<file path="config.mk">
export PLATFORM = sky130hd
export DESIGN_NAME = order_register_decoder_flat
export DESIGN_NICKNAME = d
export VERILOG_FILES = /design/src/rtl/order_register_decoder_if.sv /design/src/rtl/order_register_decoder.sv /design/src/flat_wrapper.sv
export SDC_FILE = /design/constraint.sdc
export NUM_CORES = 1
export LEC_CHECK = 0
export BUFFER_PORTS_ARGS = -buffer_cell sky130_fd_sc_hd__buf_4
export CORE_MARGIN = 3
export CORE_UTILIZATION = 37
export DETAILED_ROUTE_END_ITERATION = 7
export GPL_ROUTABILITY_DRIVEN = 0
export PLACE_DENSITY = 0.59
export SLEW_MARGIN = 20
export SYNTH_ARGS = -nofsm -noshare
export SYNTH_HDL_FRONTEND = slang
export SYNTH_SLANG_ARGS = --single-unit
</file>
<file path="constraint.sdc">
create_clock -name clk -period 2.1 [get_ports clk]
set_clock_uncertainty 0.15 [all_clocks]
set_input_delay 0.105 -clock clk [delete_from_list [all_inputs] [get_ports clk]]
set_output_delay 0.105 -clock clk [all_outputs]
set_load 0.005 [all_outputs]
</file>
<file path="src/rtl/order_register_decoder_if.sv">
// Order register bus: serial order input, clear handshake, and the held
// decode (address, long flag, one-hot function lines).
interface order_register_decoder_if #(
   parameter int ADDR_WIDTH = 10
);
   logic                  order_start;
   logic                  order_bit_valid;
   logic                  order_bit;
   logic                  order_clear;
   logic                  order_ready;
   logic                  order_overrun;
   logic [ADDR_WIDTH-1:0] address;
   logic                  long_flag;
   logic op_p, op_q, op_w, op_e, op_r, op_t, op_y, op_u;
   logic op_i, op_o, op_j, op_pi, op_s, op_z, op_k, op_erase;
   logic op_blank, op_f, op_theta, op_d, op_phi, op_h, op_n, op_m;
   logic op_delta, op_l, op_x, op_g, op_a, op_b, op_c, op_v;

   modport master (
      output order_start, order_bit_valid, order_bit, order_clear,
      input  order_ready, order_overrun, address, long_flag,
      input  op_p, op_q, op_w, op_e, op_r, op_t, op_y, op_u,
      input  op_i, op_o, op_j, op_pi, op_s, op_z, op_k, op_erase,
      input  op_blank, op_f, op_theta, op_d, op_phi, op_h, op_n, op_m,
      input  op_delta, op_l, op_x, op_g, op_a, op_b, op_c, op_v
   );

   modport slave (
      input  order_start, order_bit_valid, order_bit, order_clear,
      output order_ready, order_overrun, address, long_flag,
      output op_p, op_q, op_w, op_e, op_r, op_t, op_y, op_u,
      output op_i, op_o, op_j, op_pi, op_s, op_z, op_k, op_erase,
      output op_blank, op_f, op_theta, op_d, op_phi, op_h, op_n, op_m,
      output op_delta, op_l, op_x, op_g, op_a, op_b, op_c, op_v
   );
endinterface

</file>
<file path="src/rtl/order_register_decoder.sv">
// Serial-in order register and function decoder. Shifts a 17-bit order
// LSB-first, then holds address, long flag and a one-hot function decode
// until the execute phase releases it with order_clear.
module order_register_decoder #(
   parameter int ORDER_BITS = 17,
   parameter int ADDR_WIDTH = 10
) (
   input logic                     clk,
   input logic                     rst_n,
   order_register_decoder_if.slave bus
);
   localparam int CNT_W    = $clog2(ORDER_BITS);
   localparam int FUNC_W   = 5;
   localparam int NUM_OPS  = 1 << FUNC_W;
   localparam logic [CNT_W-1:0] LAST_BIT = CNT_W'(ORDER_BITS - 1);

   typedef enum logic [1:0] {IDLE, SHIFT, HOLD} state_t;

   state_t                  state_q, state_n;
   logic [CNT_W-1:0]        cnt_q, cnt_n;
   logic [ORDER_BITS-1:0]   sreg_q, sreg_n;
   logic                    ready_q, ready_n;
   logic                    overrun_q, overrun_n;
   logic [ADDR_WIDTH-1:0]   addr_q, addr_n;
   logic                    long_q, long_n;
   logic [NUM_OPS-1:0]      op_q, op_n;

   // State and output registers; everything visible is registered.
   always_ff @(posedge clk or negedge rst_n) begin
      if (!rst_n) begin
         state_q   <= IDLE;
         cnt_q     <= '0;
         sreg_q    <= '0;
         ready_q   <= 1'b0;
         overrun_q <= 1'b0;
         addr_q    <= '0;
         long_q    <= 1'b0;
         op_q      <= '0;
      end else begin
         state_q   <= state_n;
         cnt_q     <= cnt_n;
         sreg_q    <= sreg_n;
         ready_q   <= ready_n;
         overrun_q <= overrun_n;
         addr_q    <= addr_n;
         long_q    <= long_n;
         op_q      <= op_n;
      end
   end

   // Next-state: shift, restart on order_start, decode on the 17th bit,
   // release on order_clear (which may coincide with a new order's bit 0).
   always_comb begin
      state_n   = state_q;
      cnt_n     = cnt_q;
      sreg_n    = sreg_q;
      ready_n   = ready_q;
      overrun_n = 1'b0;
      addr_n    = addr_q;
      long_n    = long_q;
      op_n      = op_q;
      unique case (state_q)
         IDLE: begin
            if (bus.order_bit_valid && bus.order_start) begin
               sreg_n    = '0;
               sreg_n[0] = bus.order_bit;
               cnt_n     = CNT_W'(1);
               state_n   = SHIFT;
            end
         end
         SHIFT: begin
            if (bus.order_bit_valid) begin
               if (bus.order_start) begin
                  sreg_n    = '0;
                  sreg_n[0] = bus.order_bit;
                  cnt_n     = CNT_W'(1);
               end else begin
                  sreg_n[cnt_q] = bus.order_bit;
                  if (cnt_q == LAST_BIT) begin
                     state_n = HOLD;
                     cnt_n   = '0;
                     ready_n = 1'b1;
                     addr_n  = sreg_n[ADDR_WIDTH:1];
                     long_n  = sreg_n[0];
                     op_n    = '0;
                     op_n[sreg_n[ORDER_BITS-1 -: FUNC_W]] = 1'b1;
                  end else begin
                     cnt_n = cnt_q + CNT_W'(1);
                  end
               end
            end
         end
         HOLD: begin
            if (bus.order_clear) begin
               state_n = IDLE;
               ready_n = 1'b0;
               op_n    = '0;
               if (bus.order_bit_valid && bus.order_start) begin
                  sreg_n    = '0;
                  sreg_n[0] = bus.order_bit;
                  cnt_n     = CNT_W'(1);
                  state_n   = SHIFT;
               end
            end else if (bus.order_bit_valid) begin
               overrun_n = 1'b1;
            end
         end
         default: state_n = IDLE;
      endcase
   end

   assign bus.order_ready   = ready_q;
   assign bus.order_overrun = overrun_q;
   assign bus.address       = addr_q;
   assign bus.long_flag     = long_q;

   assign bus.op_p     = op_q[0];
   assign bus.op_q     = op_q[1];
   assign bus.op_w     = op_q[2];
   assign bus.op_e     = op_q[3];
   assign bus.op_r     = op_q[4];
   assign bus.op_t     = op_q[5];
   assign bus.op_y     = op_q[6];
   assign bus.op_u     = op_q[7];
   assign bus.op_i     = op_q[8];
   assign bus.op_o     = op_q[9];
   assign bus.op_j     = op_q[10];
   assign bus.op_pi    = op_q[11];
   assign bus.op_s     = op_q[12];
   assign bus.op_z     = op_q[13];
   assign bus.op_k     = op_q[14];
   assign bus.op_erase = op_q[15];
   assign bus.op_blank = op_q[16];
   assign bus.op_f     = op_q[17];
   assign bus.op_theta = op_q[18];
   assign bus.op_d     = op_q[19];
   assign bus.op_phi   = op_q[20];
   assign bus.op_h     = op_q[21];
   assign bus.op_n     = op_q[22];
   assign bus.op_m     = op_q[23];
   assign bus.op_delta = op_q[24];
   assign bus.op_l     = op_q[25];
   assign bus.op_x     = op_q[26];
   assign bus.op_g     = op_q[27];
   assign bus.op_a     = op_q[28];
   assign bus.op_b     = op_q[29];
   assign bus.op_c     = op_q[30];
   assign bus.op_v     = op_q[31];
endmodule

</file>
<file path="src/flat_wrapper.sv">
// flat-port wrapper written by rule: the top's interface ports become plain ports
module order_register_decoder_flat 
#(
   parameter int ORDER_BITS = 17,
   parameter int ADDR_WIDTH = 10
)
  (clk, rst_n, bus_order_start, bus_order_bit_valid, bus_order_bit, bus_order_clear, bus_order_ready, bus_order_overrun, bus_address, bus_long_flag, bus_op_p, bus_op_q, bus_op_w, bus_op_e, bus_op_r, bus_op_t, bus_op_y, bus_op_u, bus_op_i, bus_op_o, bus_op_j, bus_op_pi, bus_op_s, bus_op_z, bus_op_k, bus_op_erase, bus_op_blank, bus_op_f, bus_op_theta, bus_op_d, bus_op_phi, bus_op_h, bus_op_n, bus_op_m, bus_op_delta, bus_op_l, bus_op_x, bus_op_g, bus_op_a, bus_op_b, bus_op_c, bus_op_v);
  order_register_decoder_if #(.ADDR_WIDTH(ADDR_WIDTH)) bus_i ();
  input logic clk;
  input logic rst_n;
  input wire logic [$bits(bus_i.order_start)-1:0] bus_order_start;
  input wire logic [$bits(bus_i.order_bit_valid)-1:0] bus_order_bit_valid;
  input wire logic [$bits(bus_i.order_bit)-1:0] bus_order_bit;
  input wire logic [$bits(bus_i.order_clear)-1:0] bus_order_clear;
  output wire logic [$bits(bus_i.order_ready)-1:0] bus_order_ready;
  output wire logic [$bits(bus_i.order_overrun)-1:0] bus_order_overrun;
  output wire logic [$bits(bus_i.address)-1:0] bus_address;
  output wire logic [$bits(bus_i.long_flag)-1:0] bus_long_flag;
  output wire logic [$bits(bus_i.op_p)-1:0] bus_op_p;
  output wire logic [$bits(bus_i.op_q)-1:0] bus_op_q;
  output wire logic [$bits(bus_i.op_w)-1:0] bus_op_w;
  output wire logic [$bits(bus_i.op_e)-1:0] bus_op_e;
  output wire logic [$bits(bus_i.op_r)-1:0] bus_op_r;
  output wire logic [$bits(bus_i.op_t)-1:0] bus_op_t;
  output wire logic [$bits(bus_i.op_y)-1:0] bus_op_y;
  output wire logic [$bits(bus_i.op_u)-1:0] bus_op_u;
  output wire logic [$bits(bus_i.op_i)-1:0] bus_op_i;
  output wire logic [$bits(bus_i.op_o)-1:0] bus_op_o;
  output wire logic [$bits(bus_i.op_j)-1:0] bus_op_j;
  output wire logic [$bits(bus_i.op_pi)-1:0] bus_op_pi;
  output wire logic [$bits(bus_i.op_s)-1:0] bus_op_s;
  output wire logic [$bits(bus_i.op_z)-1:0] bus_op_z;
  output wire logic [$bits(bus_i.op_k)-1:0] bus_op_k;
  output wire logic [$bits(bus_i.op_erase)-1:0] bus_op_erase;
  output wire logic [$bits(bus_i.op_blank)-1:0] bus_op_blank;
  output wire logic [$bits(bus_i.op_f)-1:0] bus_op_f;
  output wire logic [$bits(bus_i.op_theta)-1:0] bus_op_theta;
  output wire logic [$bits(bus_i.op_d)-1:0] bus_op_d;
  output wire logic [$bits(bus_i.op_phi)-1:0] bus_op_phi;
  output wire logic [$bits(bus_i.op_h)-1:0] bus_op_h;
  output wire logic [$bits(bus_i.op_n)-1:0] bus_op_n;
  output wire logic [$bits(bus_i.op_m)-1:0] bus_op_m;
  output wire logic [$bits(bus_i.op_delta)-1:0] bus_op_delta;
  output wire logic [$bits(bus_i.op_l)-1:0] bus_op_l;
  output wire logic [$bits(bus_i.op_x)-1:0] bus_op_x;
  output wire logic [$bits(bus_i.op_g)-1:0] bus_op_g;
  output wire logic [$bits(bus_i.op_a)-1:0] bus_op_a;
  output wire logic [$bits(bus_i.op_b)-1:0] bus_op_b;
  output wire logic [$bits(bus_i.op_c)-1:0] bus_op_c;
  output wire logic [$bits(bus_i.op_v)-1:0] bus_op_v;
  assign bus_i.order_start = bus_order_start;
  assign bus_i.order_bit_valid = bus_order_bit_valid;
  assign bus_i.order_bit = bus_order_bit;
  assign bus_i.order_clear = bus_order_clear;
  assign bus_order_ready = bus_i.order_ready;
  assign bus_order_overrun = bus_i.order_overrun;
  assign bus_address = bus_i.address;
  assign bus_long_flag = bus_i.long_flag;
  assign bus_op_p = bus_i.op_p;
  assign bus_op_q = bus_i.op_q;
  assign bus_op_w = bus_i.op_w;
  assign bus_op_e = bus_i.op_e;
  assign bus_op_r = bus_i.op_r;
  assign bus_op_t = bus_i.op_t;
  assign bus_op_y = bus_i.op_y;
  assign bus_op_u = bus_i.op_u;
  assign bus_op_i = bus_i.op_i;
  assign bus_op_o = bus_i.op_o;
  assign bus_op_j = bus_i.op_j;
  assign bus_op_pi = bus_i.op_pi;
  assign bus_op_s = bus_i.op_s;
  assign bus_op_z = bus_i.op_z;
  assign bus_op_k = bus_i.op_k;
  assign bus_op_erase = bus_i.op_erase;
  assign bus_op_blank = bus_i.op_blank;
  assign bus_op_f = bus_i.op_f;
  assign bus_op_theta = bus_i.op_theta;
  assign bus_op_d = bus_i.op_d;
  assign bus_op_phi = bus_i.op_phi;
  assign bus_op_h = bus_i.op_h;
  assign bus_op_n = bus_i.op_n;
  assign bus_op_m = bus_i.op_m;
  assign bus_op_delta = bus_i.op_delta;
  assign bus_op_l = bus_i.op_l;
  assign bus_op_x = bus_i.op_x;
  assign bus_op_g = bus_i.op_g;
  assign bus_op_a = bus_i.op_a;
  assign bus_op_b = bus_i.op_b;
  assign bus_op_c = bus_i.op_c;
  assign bus_op_v = bus_i.op_v;
  order_register_decoder #(.ORDER_BITS(ORDER_BITS), .ADDR_WIDTH(ADDR_WIDTH)) u_core (.clk(clk), .rst_n(rst_n), .bus(bus_i));
endmodule
</file>
==> metrics.txt, run 1 <==
vias post-DR ~2400; sw frac between 20% and 30%; Reg-to-Reg Start u_core.cnt_q[0]; Unique masters post-synth 47; Tcrit/Tclk final between 90% and 100%; Final Hold Viols 0; Clock transition at path regs about 0.07 ns; Seq/Total Area, Yosys between 50% and 60%; Primary FF master, synth dfrtp_1; synthesis-to-finish area growth 26.2%; R2R depth 8; Comb power frac approximately an eighth; Syn Nets 294; Slowest Stage Delay on Critical Path 0.38 ns; Area contributors post-synth dfrtp_1 51%, a22o_1 6.6%, mux2i_1 3.9%, nand2_1 3.5%, o21ai_0 3.3%; worst vdd ir about 0.37 mV; #FFs+latches synth 68; DP Worst Slack between 0.06 and 0.07 ns; total core area roughly 8500 µm²; P_sw ~740 µW; Diodes inserted 0; CTS tree yes; clock tree root driver cell clkbuf_8; Routed WL per cell approximately 16 µm; Die Area just over 10000 µm²; vias in the first global route ~2300; layout cells sized above 1 about a third; TritonCTS Buffers 9; Syn Std Cell Area roughly 3300 µm²; kind of end point of the critical path flop; worst path cell trace inv_1 > ha_1 > and4bb_1 > buf_4 > and4_4 > a21oi_2 > buf_12 > a22o_1; total placed cells including tap cells 440; PwrDens roughly 660 nW/µm²; cell with the most instances after synthesis dfrtp_1; clk_lat worst skew roughly 0.35 ns; All-Layer GR Usage between 10% and 20%; row count 33; DR vias/cell 5.20; Clock power frac between 30% and 40%; ys async rst share 100%; critical path class reg2reg; pin count of the biggest net entering global routing 39; HPWL after DPL between 5 and 6 mm; Highest Clock Rate just under 500 MHz; Worst-Margin Slew a little over 0.5 ns; Crit. Startpoint u_core.cnt_q[0]; I/O pin total a little over 50; status complete, no violations; Routed Antenna Nets 0; Post-Syn Area per Cell 11.7 µm²; fin. max-slew vios 0; max_slew headroom ~66%; Ys Warns 0; overall power approximately 2800 µW; Clock Sink Count between 60 and 70; # setup viols final 0; final WL between 7 and 8 mm; Synth area leader dfrtp_1; post-layout util 49.6%; power share of the sequential group 49.1%; CTS max path bufs 2; Synth top area share between 50% and 60%; static leakage 0.00210 µW; Initial DRC Count 133; die width around 100 µm; commonest cells in the synthesized netlist 68 x dfrtp_1, 31 x nand2_1, 25 x a22o_1, 22 x o21ai_0, 16 x inv_1; Internal between 2000 and 2500 µW; CP endpoint u_core.op_q[18]; CP Data Required Time 2.19 ns; Gate Count Post-Synth approximately 280; Post-synth EDFFs 0; nets approximately 370; grt ovf 0; port buffer count 50; drt drc 0; global-route wire length before repair between 10 and 15 mm; worst path arrival time roughly 2.1 ns; R2R Setup Slk just over 0.08 ns; CP Launch Type flop; initial antenna violation count 0; FF-to-FF End u_core.op_q[18]; Layout Cells excl Fill 465; Max FO, Critical Path 32; RSZ-0062 raised after global routing yes; Starting Density between 30% and 40%; Max Cap Violations 0; Setup WS post-layout 0.0827 ns; Die Span Y 101 µm; Hold Path Class in2reg; htree depth 3; DR pass1 iterations 4; Tmin final 2.02 ns; Slowest-stage cell, CP dfrtp_1
-- cell families (layout without fill, tap and decap cells) --
group | count (synthesis) | count (layout) | synth area share [%]
muxes | 21 | 21 | 8.09
and+or+nand+nor | 72 | 72 | 15.8
adders and majority gates | 4 | 4 | 1.51
AOI/OAI and AO/OA | 86 | 86 | 17.9
DFF | 68 | 68 | 51.2
buffers and inverters | 33 | 109 | 5.46
-- per-layer routing --
metal	GRT usage, %	vias to the layer above	routed length, µm
li1	-	1185	-
met1	22.3	1169	3630
met2	21.0	53	3240
met3	4.64	10	385
met4	5.91	0	123
met5	0	-	0
-- state kept, by name (all words and copies together), names as in the netlist --
register                  flops
u_core.op_q                  32
u_core.sreg_q                16
u_core.bus.address           10
u_core.cnt_q                  5
u_core.state_q                2
u_core.bus.long_flag          1
u_core.bus.order_overrun      1
u_core.bus.order_ready        1
-- critical path, delay by kind of cell, from the launching register on --
family / cells / cell delay (ns)
compound gates: 2 / 0.29
fa+ha+maj: 1 / 0.17
buf+inv: 3 / 0.43
flops: 1 / 0.38
simple gates: 2 / 0.47
-- area by class of cell --
type                    count  area, µm²
clock inverters             7       75.1
flip-flops and latches     68       1700
clock buffers               9        124
multi-input cells         183       1450
fillers                   766       4270
repair buffers             77        656
inverters                  16       60.1
well taps                 105        131
-- what timing repair did --
| item | in CTS | in global routing |
|---|---|---|
| setup endpoints to repair | 0 | 25 |
| setup buffers | 0 | 3 |
| hold endpoints to repair | 72 | 0 |
| resized for setup | 0 | 1 |
| hold buffers | 6 | 0 |
-- power groups by stage --
stage               Sequential, µW  Clock [µW]  Combinational [µW]
detailed placement            1380           0                 334
finish                        1360        1070                 339
global placement              1380           0                 333
CTS                           1360        1120                 343
floorplan                     1380           0                 211
global route                  1360        1170                 377
-- cells in the final DEF, fill, tap and decap left out, types with 5 or more instances in the layout --
cell            n
dfrtp_1        68
nand2_1        31
buf_4          66
buf_12          5
o21ai_0        22
o22ai_1        10
a21oi_1        15
clkbuf_8        9
dlygate4sd3_1   6
a22o_1         25
nor3_4          7
mux2i_1        13
inv_1          16
-- worst min-delay path by stage --
stage                                           to  slack, ns          start  depth (start not counted)
final                        u_core.bus.address[4]       0.08  bus_order_bit                          3
after global routing         u_core.bus.address[3]       0.09  bus_order_bit                          3
after CTS                    u_core.bus.address[0]       0.06  bus_order_bit                          3
after detailed placement      u_core.bus.long_flag      -0.03          rst_n                          1
after global placement    u_core.bus.order_overrun      -0.03          rst_n                          1
after floorplan              u_core.bus.address[0]      -0.34          rst_n                          0
-- metrics by stage --
step | hold WS [ns] | instance area (µm²) | TNS (ns)
global route | 0.0892 | 4200 | -0.0712
CTS | 0.0587 | 4130 | 0
finish | 0.0802 | 4200 | 0
floorplan | -0.341 | 3320 | 0
detailed placement | -0.0331 | 3870 | 0
global placement | -0.0303 | 3870 | 0
No activity file was read; power rests on OpenSTA's default activity.
==> inputs of run 2 (changes only) <==
ABC_AREA = 1   (was default)
CORE_ASPECT_RATIO = 0.75   (was default)
==> metrics.txt, run 2 <==
CP Launch Type flop; die width 114 µm (+13%); Max Cap Violations 0 (unchanged); Starting Density 39.7% (+0.41 points); critical path class reg2reg; R2R depth 11 (+3); kind of end point of the critical path flop; DR top layer met4; CTS tree yes; Metal-1 WL 4.26 mm (+17%); TritonCTS Buffers 9 (unchanged); static leakage 0.00231 µW (+10%); clk_lat worst skew 0.33 ns (-0.02 ns); port buffer count 50 (unchanged); Gate Count Post-Synth 412 (+45%); RSZ-0062 raised after global routing no; synthesis-to-finish area growth 26.3% (about the same); met2 wire len 3.25 mm (+0.25%); Synth area leader dfrtp_1; initial antenna violation count 0 (unchanged); Tmin final 1.90 ns (-0.113 ns); met3 WL 580 µm (+51%); ys async rst share 100% (unchanged); I/O pin total 51 (unchanged); global-route wire length before repair 13.5 mm (+13%); Primary FF master, synth dfrtp_1; max_slew headroom 41.3% (-25 points); Routed WL per cell 14.0 µm (-12%); Worst-Margin Slew 0.881 ns (+0.376 ns); Synth top area share 52.3% (+1.1 points); All-Layer GR Usage 17.4% (+2.1 points); htree depth 3 (unchanged); Die Span Y 87.2 µm (-13%); commonest cells in the synthesized netlist 214 x nand2_1, 68 x dfrtp_1, 30 x nand3_1, 23 x nor2_1, 18 x inv_1; row count 28 (-15%); Highest Clock Rate 525 MHz (+5.9%); Die Area 9960 µm² (-1.9%); clock tree root driver cell clkbuf_16; vias in the first global route 2624 (+14%); DR vias/cell 4.80 (-7.6%); worst path arrival time 2.02 ns (-0.09 ns); Clock transition at path regs 0.06 ns (about the same); Clock Sink Count 68 (unchanged); Post-Route Setup TNS 0 ns (unchanged); FF-to-FF End u_core.op_q[13]; DP Worst Slack 0.211 ns (+0.148 ns); Syn Std Cell Area 3250 µm² (-2.1%); CTS max path bufs 2 (unchanged); Largest register FFs 32 (unchanged); Max FO, Critical Path 5 (-84%); DR pass1 iterations 5 (+1); cell with the most instances after synthesis nand2_1; Final Hold Viols 0 (unchanged); PwrDens 876 nW/µm² (+33%); most common cell after layout, fill and taps aside nand2_1; HPWL after DPL 5.71 mm (+11%); total core area 8200 µm² (-3.1%); Reg-to-Reg Start u_core.cnt_q[0]; Seq/Total Area, Yosys 52.3% (+1.1 points); drt drc 0 (unchanged); grt ovf 0 (unchanged); worst vdd ir 0.470 mV (+27%); nets 485 (+33%); Setup WS post-layout 0.196 ns (+0.113 ns); Tcrit/Tclk final 90.7% (-5.4 points); Initial DRC Count 203 (+53%); Routed Antenna Nets 0 (unchanged); Post-Syn Area per Cell 7.90 µm² (-33%); Ys Warns 0 (unchanged); commonest cells after routing, fill and taps aside 214 x nand2_1, 67 x dfrtp_1, 59 x buf_4; Syn Nets 422 (+44%); status complete, no violations; CP Data Required Time 2.22 ns (+0.03 ns); R2R Setup Slk 0.20 ns (+0.11 ns); Unique masters post-synth 24 (-49%); register with the most flip-flops u_core.op_q; Hold Path Class in2async; vias post-DR 2810 (+16%); # setup viols final 0 (unchanged); layout cells sized above 1 18.5% (-14 points); fin. max-slew vios 0 (unchanged); Post-synth EDFFs 0 (unchanged); Diodes inserted 0 (unchanged); Area contributors post-synth dfrtp_1 52%, nand2_1 25%, nand3_1 4.6%, nor2_1 2.7%, o21ai_0 2.2%; pin count of the biggest net entering global routing 69 (+77%); #FFs+latches synth 68 (unchanged); final WL 8.18 mm (+11%)
[run 2: cell type report]
class                           instances  area (µm²)
Fill cell                             810        4090
Sequential cell                        68        1700
Multi-Input combinational cell        311        1400
Timing Repair Buffer                   65         503
Clock buffer                           10         229
Tap cell                              105         131
Inverter                               20        75.1
Clock inverter                          6        63.8
[run 2: what timing repair did]
action                                  in CTS  in global routing
endpoints found under the setup margin       0                  2
hold endpoints to repair                    73                  0
hold buffers                                 6                  0
setup buffers                                0                  0
gates resized for setup                      0                  1
[run 2: worst max path at each step]
stage,startpoint,to,slack (ns),depth (start not counted)
final,u_core.cnt_q[0],u_core.op_q[13],0.20,11
after global routing,bus_order_bit,u_core.op_q[22],0.02,9
after CTS,u_core.cnt_q[3],u_core.op_q[16],0.20,8
after detailed placement,u_core.cnt_q[3],u_core.op_q[6],0.21,8
after global placement,u_core.cnt_q[3],u_core.op_q[16],0.25,8
after floorplan,u_core.cnt_q[0],u_core.op_q[12],0.32,10
[run 2: worst max-delay path, stage by stage, from the launching register on]
cell	delay [ns]
dfrtp_1	0.41
inv_1	0.10
ha_1	0.22
nand2_1	0.07
inv_2	0.06
nand2_1	0.15
nand2_1	0.07
nand2_1	0.11
nand2_1	0.09
nor2_1	0.25
nand2_1	0.11
nand2_1	0.06
[run 2: per-stage QoR]
step                instance area, µm²  power (µW)  instances  hold slack (ns)  utilization [%]
CTS                               4110        3640        585            0.324             50.1
global placement                  3750        2120        563            0.138             45.8
global route                      4110        3800        585            0.344             50.1
floorplan                         3250        1900        412           -0.341                -
detailed placement                3750        2130        563            0.140             45.8
finish                            4110        3600        585            0.282             50.1
[run 2: cell families after synthesis]
family,after synthesis,share of synthesized area (%)
AOI/OAI and AO/OA,22,3.73
and+or+nand+nor,283,37.3
adders and majority gates,4,1.54
xor gates and xnor gates,2,0.539
DFF,68,52.3
buffers and inverters,33,4.54
[run 2: metal layers]
layer | track usage (%) | up-vias
met5 | 0 | -
met4 | 4.31 | 0
met3 | 4.93 | 8
met2 | 23.1 | 79
met1 | 27.3 | 1306
li1 | - | 1417
[run 2: where the power goes]
| group | switching [µW] | internal [µW] |
|---|---|---|
| combinational | 427 | 224 |
| clock | 557 | 918 |
| sequential | 80.6 | 1390 |
| total | 1070 | 2530 |
